File: src/rtl/usr_pkg.sv
// Shared constants for the universal shift register: operation select
// encoding and its width. Imported by the RTL and the testbench.
package usr_pkg;

    localparam int MODE_W = 3;

    localparam logic [MODE_W-1:0] MODE_HOLD = 3'b000;
    localparam logic [MODE_W-1:0] MODE_LOAD = 3'b001;
    localparam logic [MODE_W-1:0] MODE_SHL  = 3'b010;
    localparam logic [MODE_W-1:0] MODE_SHR  = 3'b011;
    localparam logic [MODE_W-1:0] MODE_ROL  = 3'b100;
    localparam logic [MODE_W-1:0] MODE_ROR  = 3'b101;
    localparam logic [MODE_W-1:0] MODE_ASR  = 3'b110;
    localparam logic [MODE_W-1:0] MODE_CLR  = 3'b111;

endpackage

File: src/rtl/usr_next_mux.sv
// Next-state selector for univ_shift_reg. Purely combinational: picks the
// value the register takes on the next enabled edge for each of the eight
// modes. A 1-bit register has no neighbours, so rotates and ASR hold there.
module usr_next_mux
    import usr_pkg::*;
#(
    parameter int              WIDTH     = 8,
    parameter logic [WIDTH-1:0] RESET_VAL = '0
) (
    input  logic [WIDTH-1:0]  q,
    input  logic [WIDTH-1:0]  d,
    input  logic [MODE_W-1:0] mode,
    input  logic              sin_l,
    input  logic              sin_r,
    output logic [WIDTH-1:0]  next_q
);

    generate
        if (WIDTH == 1) begin : g_w1
            // Single-bit register: only the serial shifts move data
            always_comb begin
                next_q = q;
                case (mode)
                    MODE_HOLD: next_q = q;
                    MODE_LOAD: next_q = d;
                    MODE_SHL:  next_q = sin_r;
                    MODE_SHR:  next_q = sin_l;
                    MODE_ROL:  next_q = q;
                    MODE_ROR:  next_q = q;
                    MODE_ASR:  next_q = q;
                    MODE_CLR:  next_q = RESET_VAL;
                    default:   next_q = q;
                endcase
            end
        end else begin : g_wn
            // Multi-bit register: full shift/rotate decode
            always_comb begin
                next_q = q;
                case (mode)
                    MODE_HOLD: next_q = q;
                    MODE_LOAD: next_q = d;
                    MODE_SHL:  next_q = {q[WIDTH-2:0], sin_r};
                    MODE_SHR:  next_q = {sin_l, q[WIDTH-1:1]};
                    MODE_ROL:  next_q = {q[WIDTH-2:0], q[WIDTH-1]};
                    MODE_ROR:  next_q = {q[0], q[WIDTH-1:1]};
                    MODE_ASR:  next_q = {q[WIDTH-1], q[WIDTH-1:1]};
                    MODE_CLR:  next_q = RESET_VAL;
                    default:   next_q = q;
                endcase
            end
        end
    endgenerate

endmodule

File: src/rtl/univ_shift_reg.sv
// Universal shift register: hold, load, logical shifts, rotates, arithmetic
// shift right and clear, one cycle per operation, gated by en.
// Optional feature: define USR_PARITY_EN to add a registered even-parity
// output that always equals ^q.
module univ_shift_reg
    import usr_pkg::*;
#(
    parameter int               WIDTH     = 8,
    parameter logic [WIDTH-1:0] RESET_VAL = '0
) (
    input  logic              clk,
    input  logic              reset,
    input  logic              en,
    input  logic [MODE_W-1:0] mode,
    input  logic [WIDTH-1:0]  d,
    input  logic              sin_r,
    input  logic              sin_l,
    output logic [WIDTH-1:0]  q,
    output logic              sout_l,
    output logic              sout_r
`ifdef USR_PARITY_EN
    ,
    output logic              parity
`endif
);

    logic [WIDTH-1:0] next_q;

    usr_next_mux #(
        .WIDTH     (WIDTH),
        .RESET_VAL (RESET_VAL)
    ) u_next_mux (
        .q      (q),
        .d      (d),
        .mode   (mode),
        .sin_l  (sin_l),
        .sin_r  (sin_r),
        .next_q (next_q)
    );

    // Register contents: async reset overrides everything, en gates updates
    always_ff @(posedge clk or posedge reset) begin
        if (reset) begin
            q <= RESET_VAL;
        end else if (en) begin
            q <= next_q;
        end
    end

`ifdef USR_PARITY_EN
    // Parity flop tracks q's next value so it never lags q by a cycle
    always_ff @(posedge clk or posedge reset) begin
        if (reset) begin
            parity <= ^RESET_VAL;
        end else if (en) begin
            parity <= ^next_q;
        end
    end
`endif

    assign sout_l = q[WIDTH-1];
    assign sout_r = q[0];

endmodule

File: config.mk
export PLATFORM = sky130hd
export DESIGN_NAME = univ_shift_reg
export DESIGN_NICKNAME = d
export VERILOG_FILES = /design/src/rtl/usr_pkg.sv /design/src/rtl/usr_next_mux.sv /design/src/rtl/univ_shift_reg.sv
export SDC_FILE = /design/constraint.sdc
export NUM_CORES = 1
export LEC_CHECK = 0
export BUFFER_PORTS_ARGS = -buffer_cell sky130_fd_sc_hd__buf_2
export CORE_MARGIN = 1
export CORE_UTILIZATION = 45
export DETAILED_ROUTE_END_ITERATION = 8
export PLACE_DENSITY = 0.75
export SYNTH_ARGS = -nofsm -noshare
export SYNTH_HDL_FRONTEND = slang
export SYNTH_SLANG_ARGS = --single-unit
File: constraint.sdc
create_clock -name clk -period 1.65 [get_ports clk]
set_input_delay 0.495 -clock clk [delete_from_list [all_inputs] [get_ports clk]]
set_output_delay 0.495 -clock clk [all_outputs]
set_load 0.05 [all_outputs]
==> impl_metrics.py, run 1 <==
metrics = {
    "logic_synthesis": {
        "syn_area_um2": 618.1,
        "synth.distinct_cells": 19,
        "seq_area_frac_synth": 0.3239,
        "syn_nets": 83,
        "synth_cells": 67,
        "syn_area_per_cell_um2": 9.225,
        "yosysTopAreaCell": "dfrtp_1",
        "ys_warn_count": 0,
        "synth_top_area_frac": 0.3239,
        "ys_ff_latch": 8,
        "synth.area.top_cells": "dfrtp_1, a221o_1, a32o_1, nand2_1, mux2_2",
    },
    "global_routing": {
        "grt_antenna_before_repair": 0,
        "track_usage": 0.2323,
        "grt_pass1_wl_um": 2394,
        "grt_remaining_overflow": 0,
        "grt_pass1_vias": 550,
        "grt_start_max_net_pins": 12,
    },
    "cts": {
        "ctsResizeCount": 0,
        "cts-root-buf": "clkbuf_4",
        "clkLatencyLatePin_ns": 0.25,
        "hold_buffers": 0,
        "numCtsBuffers": 3,
        "cts_setup_buffers": 0,
        "clkSinkCount": 8,
        "clkTransAtPathRegs_ns": 0.05,
        "htreeDepth": 1,
        "cts.path.max_buffers": 2,
        "cts_tree": "built",
    },
    "drt": {
        "wl_met3_um": 88,
        "top_layer_used": "met4",
        "wl_met2_um": 700,
        "initialDrtViolationCount": 16,
        "dr.pass1.iters": 4,
        "routed_wl_um": 1472,
        "met1_length_um": 676,
        "wl_per_cell_um": 13.38,
        "ant_nets": 0,
        "drc_errors": 0,
        "via_count": 632,
        "via_per_inst": 5.745,
    },
    "worst_setup_path": {
        "worst-setup-path-type": "reg -> out",
        "crit_slowest_cell": "dfrtp_1",
        "critPathTopFamily": "flip-flops",
        "cp-end-kind": "output port",
        "slowest_delay_ns": 0.44,
        "crit_arrival_ns": 1.01,
        "worstPathCellList": "buf_2",
        "cp.required_ns": 1.15,
        "crit_buf_inv": 1,
        "crit_path_start_kind": "flip-flop",
        "path_max_fanout": 7,
    },
    "die": {
        "die_area_mm2": 0.001526,
        "ios": 26,
        "fp.dieW_um": 39.06,
        "initial_core_util": 0.5211,
        "std_cell_rows": 12,
        "die_y_um": 39.06,
        "coreArea_mm2": 0.001186,
    },
    "placed_design": {
        "placed_area_um2": 773.2,
        "hpwl_um": 1099,
        "place_ws_ns": -0.07582,
        "finalWeightedCongestion": 0.7985,
        "port_buffers": 25,
    },
    "power": {
        "ir_worst_vdd_uv": 537.1,
        "combPwrFrac": 0.487,
        "clkPwrFrac": 0.177,
        "p_seq_frac": 0.336,
        "p_int_mw": 0.4655,
        "switchingPower_mw": 0.3769,
        "swShare": 0.4474,
        "power_mw": 0.8424,
        "leakagePower_nw": 0.3995,
        "cellPowerDensity_mw_per_mm2": 1059,
    },
    "timing": {
        "rsz0062_at_grt": "false",
        "layout_setup_ws_ns": 0.1456,
        "hold_ws_ns": 0.1897,
        "hold_viol": 0,
        "period_minus_slack_ns": 1.504,
        "tns_ns": 0,
        "skew_ns": 0.001701,
        "drv_slew": 0,
        "max_freq_mhz": 664.7,
        "fin_crit_sh": 0.9117,
        "setup_violations": 0,
        "max_slew_margin": 0.7271,
        "worst_pin_slew_ns": 0.4078,
    },
    "cells_and_area": {
        "largest_register_ffs": 8,
        "top_regs": "q: 8 flops",
        "finalInstanceArea_um2": 795.8,
        "fin_nets": 114,
        "drive_gt1_frac": 0.4479,
        "insertedDiodeCount": 0,
        "area_delta_synth_final_pct": 28.74,
        "top_register": "q",
    },
    "hold_path": {
        "hold_path_class": "in -> async",
    },
    "status": {
        "outcome": "finished clean",
    },
    "flow_run": {
        "drv_cap": 0,
    },
}
-- cell usage in the layout (no fill, tap or decap), types with 2 or more instances in the layout --
master / netlist / routed
a32o_1: 7 / 7
clkbuf_4: 0 / 3
inv_1: 5 / 5
a221o_1: 8 / 8
o21ai_0: 2 / 2
dfrtp_1: 8 / 8
buf_2: 2 / 25
nand2_1: 16 / 16
mux2_2: 5 / 5
nor2_1: 2 / 2
xnor2_1: 2 / 2
buf_4: 2 / 7
-- power by group through the flow --
stage                     sequential (mW)  combinational, mW  clock [mW]
after global routing                0.289              0.439       0.167
after detailed placement            0.285              0.410           0
after CTS                           0.282              0.411       0.157
after global placement              0.284              0.407           0
final                               0.283              0.411       0.149
after floorplan                     0.406              0.196           0
-- final timing paths --
kind	startpoint	end	slack (ns)	cells past startpoint
max reg2reg	q[2]	q[3]	0.26	3
min	reset	q[3]	0.19	2
min reg2reg	q[5]	q[5]	0.56	1
max in group asynchronous	reset	q[7]	1.21	2
max	q[7]	sout_l	0.15	1
min in group clk	q[5]	q[5]	0.56	1
-- through the flow --
stage	instances	utilization
after floorplan	67	-
after detailed placement	107	0.6519
after global placement	107	0.6519
final	110	0.6709
after CTS	110	0.6709
after global routing	110	0.6709
-- logic make-up (layout without fill, tap and decap cells) --
logic type / after synthesis / in the layout / synth area share
AOI/OAI and AO/OA: 21 / 21 / 0.3178
and+or+nand+nor: 19 / 19 / 0.1194
buffers and inverters: 11 / 40 / 0.09513
DFF: 8 / 8 / 0.3239
muxes: 6 / 6 / 0.1154
xor gates and xnor gates: 2 / 2 / 0.02835
-- routing by layer --
| layer | up-vias | GRT usage |
|---|---|---|
| met3 | 2 | 0.05202 |
| met1 | 292 | 0.2902 |
| li1 | 314 | - |
| met5 | - | 0 |
| met2 | 24 | 0.3875 |
| met4 | 0 | 0.07759 |
-- layout make-up --
class                      count  area, um^2
sequential                     8       200.2
multi-input combinational     48       359.1
tap                           14       17.52
timing repair buffer          32       177.7
clock buffer                   3       22.52
fill                         116       390.4
inverter                       5       18.77
-- worst reg2reg max path, cell delays in order (launching register included) --
cell and delay [ns]:
dfrtp_1 0.42, mux2_4 0.28, a221o_1 0.34, a32o_1 0.24
-- cell usage after synthesis, drive strengths merged --
cell	number
o31ai	1
inv	5
xnor2	2
a32o	7
nor2	2
nand2	17
a22o	1
o21ai	2
a221o	8
mux2	6
o22ai	1
dfrtp	8
clkbuf	1
buf	5
a2111oi	1
(Power assumes the default switching activity.)
==> run 2, diff against run 1 <==
--- a/config.mk
+++ b/config.mk
@@ -7,9 +7,9 @@
 export LEC_CHECK = 0
 export BUFFER_PORTS_ARGS = -buffer_cell sky130_fd_sc_hd__buf_2
 export CORE_MARGIN = 1
-export CORE_UTILIZATION = 45
+export CORE_UTILIZATION = 41
 export DETAILED_ROUTE_END_ITERATION = 8
-export PLACE_DENSITY = 0.75
+export PLACE_DENSITY = 0.72
 export SYNTH_ARGS = -nofsm -noshare
 export SYNTH_HDL_FRONTEND = slang
 export SYNTH_SLANG_ARGS = --single-unit
==> constraint.sdc (replaced) <==
create_clock -name clk -period 1.36 [get_ports clk]
set_input_delay 0.408 -clock clk [delete_from_list [all_inputs] [get_ports clk]]
set_output_delay 0.408 -clock clk [all_outputs]
set_load 0.05 [all_outputs]
==> run 2 against run 1 <==
  * The run now ends with setup timing left
  * Flip-flop and latch count did not move
  * Final cell count up 13%
  * Routed wire length is 24% higher
  * Core utilization rose by 7.3 points
  * Total power is 48% higher
  * Global-route usage is 1.3 points higher
  * Clock power increased by 26%
  * Clock skew is 0.0013 ns lower
  * Cell area is 26% higher
  * Hold slack lost 0.094 ns
  * Sequential share of layout area is 4.2 points lower
  * Combinational power rose by 75%
  * Critical path type is now reg -> reg
==> impl_metrics.py, run 2 (synthesis gave the netlist of run 1 again) <==
metrics = {
    "drt": {
        "met1_length_um": 756,
        "wl_met2_um": 977,
        "wl_met3_um": 89,
        "via_count": 683,
        "wl_per_cell_um": 14.74,
        "top_layer_used": "met4",
        "initialDrtViolationCount": 17,
        "drc_errors": 0,
        "routed_wl_um": 1828,
        "ant_nets": 0,
        "via_per_inst": 5.508,
        "dr.pass1.iters": 4,
    },
    "global_routing": {
        "grt_pass1_vias": 604,
        "grt_start_max_net_pins": 12,
        "grt_antenna_before_repair": 0,
        "grt_remaining_overflow": 0,
        "track_usage": 0.2452,
        "grt_pass1_wl_um": 2622,
    },
    "timing": {
        "max_freq_mhz": 725.1,
        "tns_ns": -0.02242,
        "skew_ns": 0.0004257,
        "drv_slew": 0,
        "hold_viol": 0,
        "worst_pin_slew_ns": 0.3632,
        "max_slew_margin": 0.7516,
        "rsz0062_at_grt": "true",
        "period_minus_slack_ns": 1.379,
        "hold_ws_ns": 0.09590,
        "setup_violations": 3,
        "layout_setup_ws_ns": -0.01910,
        "fin_crit_sh": 1.014,
    },
    "cells_and_area": {
        "area_delta_synth_final_pct": 62.55,
        "final_cell_mix": "nand2_1, buf_4, buf_2, a221o_1, dfrtp_2",
        "top_register": "q",
        "top_regs": "q: 8 flops",
        "largest_register_ffs": 8,
        "finalInstanceArea_mm2": 0.001005,
        "drive_gt1_frac": 0.5872,
        "fin_nets": 127,
        "insertedDiodeCount": 0,
        "postLayoutCoreUtil": 0.7442,
    },
    "cts": {
        "clkTransAtPathRegs_ns": 0.05,
        "cts-root-buf": "clkbuf_4",
        "htreeDepth": 1,
        "hold_buffers": 0,
        "cts_tree": "built",
        "cts.path.max_buffers": 2,
        "clkSinkCount": 8,
        "numCtsBuffers": 3,
        "clkLatencyLatePin_ns": 0.26,
    },
    "die": {
        "die_area_mm2": 0.001667,
        "std_cell_rows": 13,
        "die_y_um": 40.83,
        "initial_core_util": 0.4578,
        "coreArea_mm2": 0.001350,
        "fp.dieW_um": 40.83,
        "ios": 26,
    },
    "status": {
        "violations": "setup timing",
        "outcome": "complete, but fails checks",
    },
    "worst_setup_path": {
        "cp.required_ns": 1.51,
        "worst-setup-path-type": "reg -> reg",
        "cp-end-kind": "flip-flop",
        "crit_arrival_ns": 1.53,
        "path_max_fanout": 5,
        "rr_worst_depth": 3,
        "crit_path_start_kind": "flip-flop",
    },
    "hold_path": {
        "hold_path_class": "in -> async",
    },
    "power": {
        "ir_worst_vdd_uv": 687.3,
        "cellPowerDensity_mw_per_mm2": 1240,
        "leakagePower_nw": 0.4893,
    },
    "placed_design": {
        "placed_area_um2": 878.3,
        "hpwl_um": 1306,
        "port_buffers": 25,
        "finalWeightedCongestion": 0.7704,
    },
    "flow_run": {
        "drv_cap": 0,
    },
}
==> run 2: changes by cell type in the layout (fill, tap and decap cells not counted) <==
cell	change
buf_4	+9
clkbuf_4	+3
dfrtp_1	-8
buf_8	+6
mux2_2	-3
buf_2	-10
dfrtp_2	+8
buf_6	+5
mux2_4	+3
==> run 2: power by group <==
group	leakage [nW]	switching, mW	internal [mW]
logic	0.386	0.375	0.344
clock network	0.0138	0.0860	0.101
registers	0.0897	0.0479	0.292
==> run 2: final timing paths <==
kind                         to  slack (ns)   from
setup / recovery           q[3]       -0.02   q[2]
hold / removal             q[2]         0.1  reset
setup reg to reg           q[3]       -0.02   q[2]
hold reg to reg            q[3]        0.55   q[3]
max in group asynchronous  q[3]        0.99  reset
min in group clk           q[4]        0.50   d[4]
==> run 2: repair_timing <==
action,CTS,global route
resized for setup,21,8
buffers inserted,0,1
pin swaps,0,4
endpoints found under the setup margin,10,15
==> run 2: layout make-up <==
| class | count | area (um^2) |
|---|---|---|
| timing repair buffer | 45 | 364.1 |
| sequential | 8 | 210.2 |
| multi-input combinational | 48 | 370.4 |
| inverter | 5 | 18.77 |
| fill | 108 | 345.3 |
| clock buffer | 3 | 22.52 |
| tap | 15 | 18.77 |
==> run 2: worst max-delay path, cell delays in order (launching register included) <==
cell	delay [ns]
dfrtp_2	0.43
mux2_4	0.27
a221o_1	0.32
a32o_1	0.24
==> run 2: per-stage QoR <==
stage          instances  setup slack, ns  total power, mW
3_5_place_dp         120          -0.3189           0.9263
4_1_cts              123         -0.02020            1.210
6_report             124         -0.01910            1.246
3_3_place_gp         120          -0.2928           0.9144
5_1_grt              124         -0.04023            1.315
2_1_floorplan         67         -0.09987           0.7468
==> run 2: per-layer routing <==
metal	up-vias	track usage
li1	338	-
met1	325	0.2654
met2	18	0.4336
met3	2	0.09783
met4	0	0.06667
met5	-	0
==> run 3, diff against run 2 <==
--- a/config.mk
+++ b/config.mk
@@ -5,11 +5,11 @@
 export SDC_FILE = /design/constraint.sdc
 export NUM_CORES = 1
 export LEC_CHECK = 0
-export BUFFER_PORTS_ARGS = -buffer_cell sky130_fd_sc_hd__buf_2
 export CORE_MARGIN = 1
-export CORE_UTILIZATION = 41
+export CORE_UTILIZATION = 45
 export DETAILED_ROUTE_END_ITERATION = 8
-export PLACE_DENSITY = 0.72
+export DONT_BUFFER_PORTS = 1
+export PLACE_DENSITY = 0.61
 export SYNTH_ARGS = -nofsm -noshare
 export SYNTH_HDL_FRONTEND = slang
 export SYNTH_SLANG_ARGS = --single-unit
==> run 3 against run 2 <==
  * Highest routed layer unchanged
  * Combinational power shrank 14%
  * Non-clock buffer count is 25 lower
  * Count of clock-buffer cells in the layout is the same
  * Hold slack improved by 0.20 ns
  * Critical path depth is 1 lower
  * Critical path type is now reg -> out
  * Cell area is 17% lower
  * Sequential share of layout area rose by 4.2 points
  * Total power fell by 7.2%
  * Global-route usage increased by 1.7 points
  * Core utilization down 4.0 points
  * The flow still finishes with violations (setup timing)
  * Setup slack worse by 0.032 ns
  * Largest cell class unchanged
  * Critical endpoint is now q[0]
  * Register-to-register slack barely moved
==> impl_metrics.py, run 3 (synthesis gave the netlist of run 1 again) <==
metrics = {
    "status": {
        "outcome": "complete, but fails checks",
        "violations": "setup timing",
    },
    "hold_path": {
        "hold_path_class": "in -> reg",
        "whs_endpoint": "q[0]",
        "hold_start": "en",
        "whs_path_depth": 1,
    },
    "timing": {
        "layout_setup_ws_ns": -0.05140,
        "drv_slew": 0,
        "tns_ns": -0.09290,
        "max_freq_mhz": 708.5,
        "fin_crit_sh": 1.038,
        "max_slew_margin": 0.7108,
        "worst_pin_slew_ns": 0.4323,
        "setup_violations": 3,
        "hold_viol": 0,
        "period_minus_slack_ns": 1.411,
        "skew_ns": 0.01553,
        "rsz0062_at_grt": "true",
    },
    "cells_and_area": {
        "area_delta_synth_final_pct": 35.22,
        "top_register": "q",
        "insertedDiodeCount": 0,
        "fin_nets": 102,
        "regArea_um2": 210.2,
        "multi_input_area_um2": 366.6,
        "largest_register_ffs": 8,
        "layout_commonest_cell": "nand2_1",
        "fill_cells": 100,
        "finalInstanceArea_um2": 835.8,
        "final_cell_mix": "nand2_1, buf_4, a221o_1, dfrtp_2, a32o_1",
        "drive_gt1_frac": 0.4524,
        "top_regs": "q: 8 flops",
    },
    "drt": {
        "via_count": 606,
        "via_per_inst": 6.184,
        "initialDrtViolationCount": 18,
        "wl_per_cell_um": 16.91,
        "dr.pass1.iters": 4,
        "ant_nets": 0,
        "drc_errors": 0,
        "routed_wl_um": 1657,
    },
    "cts": {
        "cts_tree": "built",
        "cts.path.max_buffers": 2,
        "clkLatencyLatePin_ns": 0.27,
        "clkSinkCount": 8,
        "numCtsBuffers": 3,
        "clkTransAtPathRegs_ns": 0.07,
        "cts-root-buf": "clkbuf_4",
        "htreeDepth": 1,
    },
    "power": {
        "cellPowerDensity_mw_per_mm2": 1383,
        "leakagePower_nw": 0.3731,
        "ir_worst_vdd_uv": 668.4,
    },
    "placed_design": {
        "finalWeightedCongestion": 0.6668,
        "hpwl_um": 1172,
        "placed_area_um2": 744.5,
        "port_buffers": 0,
    },
    "worst_setup_path": {
        "worstPathCellList": "buf_12 > buf_12",
        "worst-setup-path-type": "reg -> out",
        "r2r-start": "q[2]",
        "crit_slowest_cell": "dfrtp_2",
        "crit_path_start_kind": "flip-flop",
        "r2r_end": "q[3]",
        "path_max_fanout": 4,
        "rr_worst_depth": 3,
        "crit_buf_inv": 2,
        "cp-end-kind": "output port",
        "crit_path_frequent_cell": "buf_12",
        "cp.required_ns": 0.95,
        "regToRegSetupSlack_ns": -0.02,
        "crit_arrival_ns": 1.00,
        "slowest_delay_ns": 0.43,
        "critPathTopFamily": "flip-flops",
    },
    "global_routing": {
        "grt_antenna_before_repair": 0,
        "grt_pass1_vias": 562,
        "grt_start_max_net_pins": 19,
        "grt_remaining_overflow": 0,
        "grt_pass1_wl_um": 2628,
        "track_usage": 0.2626,
    },
    "flow_run": {
        "drv_cap": 0,
    },
    "die": {
        "die_y_um": 39.06,
        "ios": 26,
        "std_cell_rows": 12,
        "coreArea_mm2": 0.001186,
        "initial_core_util": 0.5211,
        "die_area_mm2": 0.001526,
        "fp.dieW_um": 39.06,
    },
}
[run 3: cell type report]
type | instances | area share
well taps | 14 | 0.02096
flip-flops and latches | 8 | 0.2515
repair buffers | 20 | 0.2395
clock buffers | 3 | 0.02695
inverters | 5 | 0.02246
multi-input cells | 48 | 0.4386
[run 3: power by group]
group,internal [mW],switching (mW)
registers,0.291,0.0471
clock network,0.102,0.100
logic,0.281,0.335
total,0.674,0.482
[run 3: worst max path at each step]
| stage | start | endpoint | slack, ns | cells after the start |
|---|---|---|---|---|
| final | q[0] | q[0] | -0.05 | 2 |
| after detailed placement | mode[0] | q[6] | -0.02 | 3 |
| after floorplan | mode[0] | q[3] | -0.1 | 4 |
| after global routing | q[0] | q[0] | -0.07 | 2 |
| after global placement | mode[0] | q[6] | -0.01 | 3 |
| after CTS | q[0] | q[0] | -0.05 | 2 |
[run 3: per-stage QoR]
stage,hold slack (ns),power (mW),std cells,util,setup WS (ns)
after global routing,0.3050,1.208,98,0.7046,-0.07272
final,0.2975,1.156,98,0.7046,-0.05140
after detailed placement,0.2833,0.8769,93,0.6276,-0.01826
after floorplan,0.2237,0.7468,67,-,-0.09987
after CTS,0.2934,1.152,98,0.7015,-0.05158
after global placement,0.2798,0.8709,93,0.6276,-0.01013
[run 3: metal layers]
layer  part of all wire  GRT usage  vias up
li1                   -          -      289
met1               0.46     0.3614      288
met2               0.48     0.3625       25
met3              0.055    0.08092        4
met4              0.011     0.1293        0
met5                  0          0        -
[run 3: timing repair]
item,CTS,global route
setup endpoints to repair,4,9
setup buffers,1,0
gates resized for setup,12,1
endpoints found under the hold margin,4,0
pin swaps,1,3
hold buffers,1,0
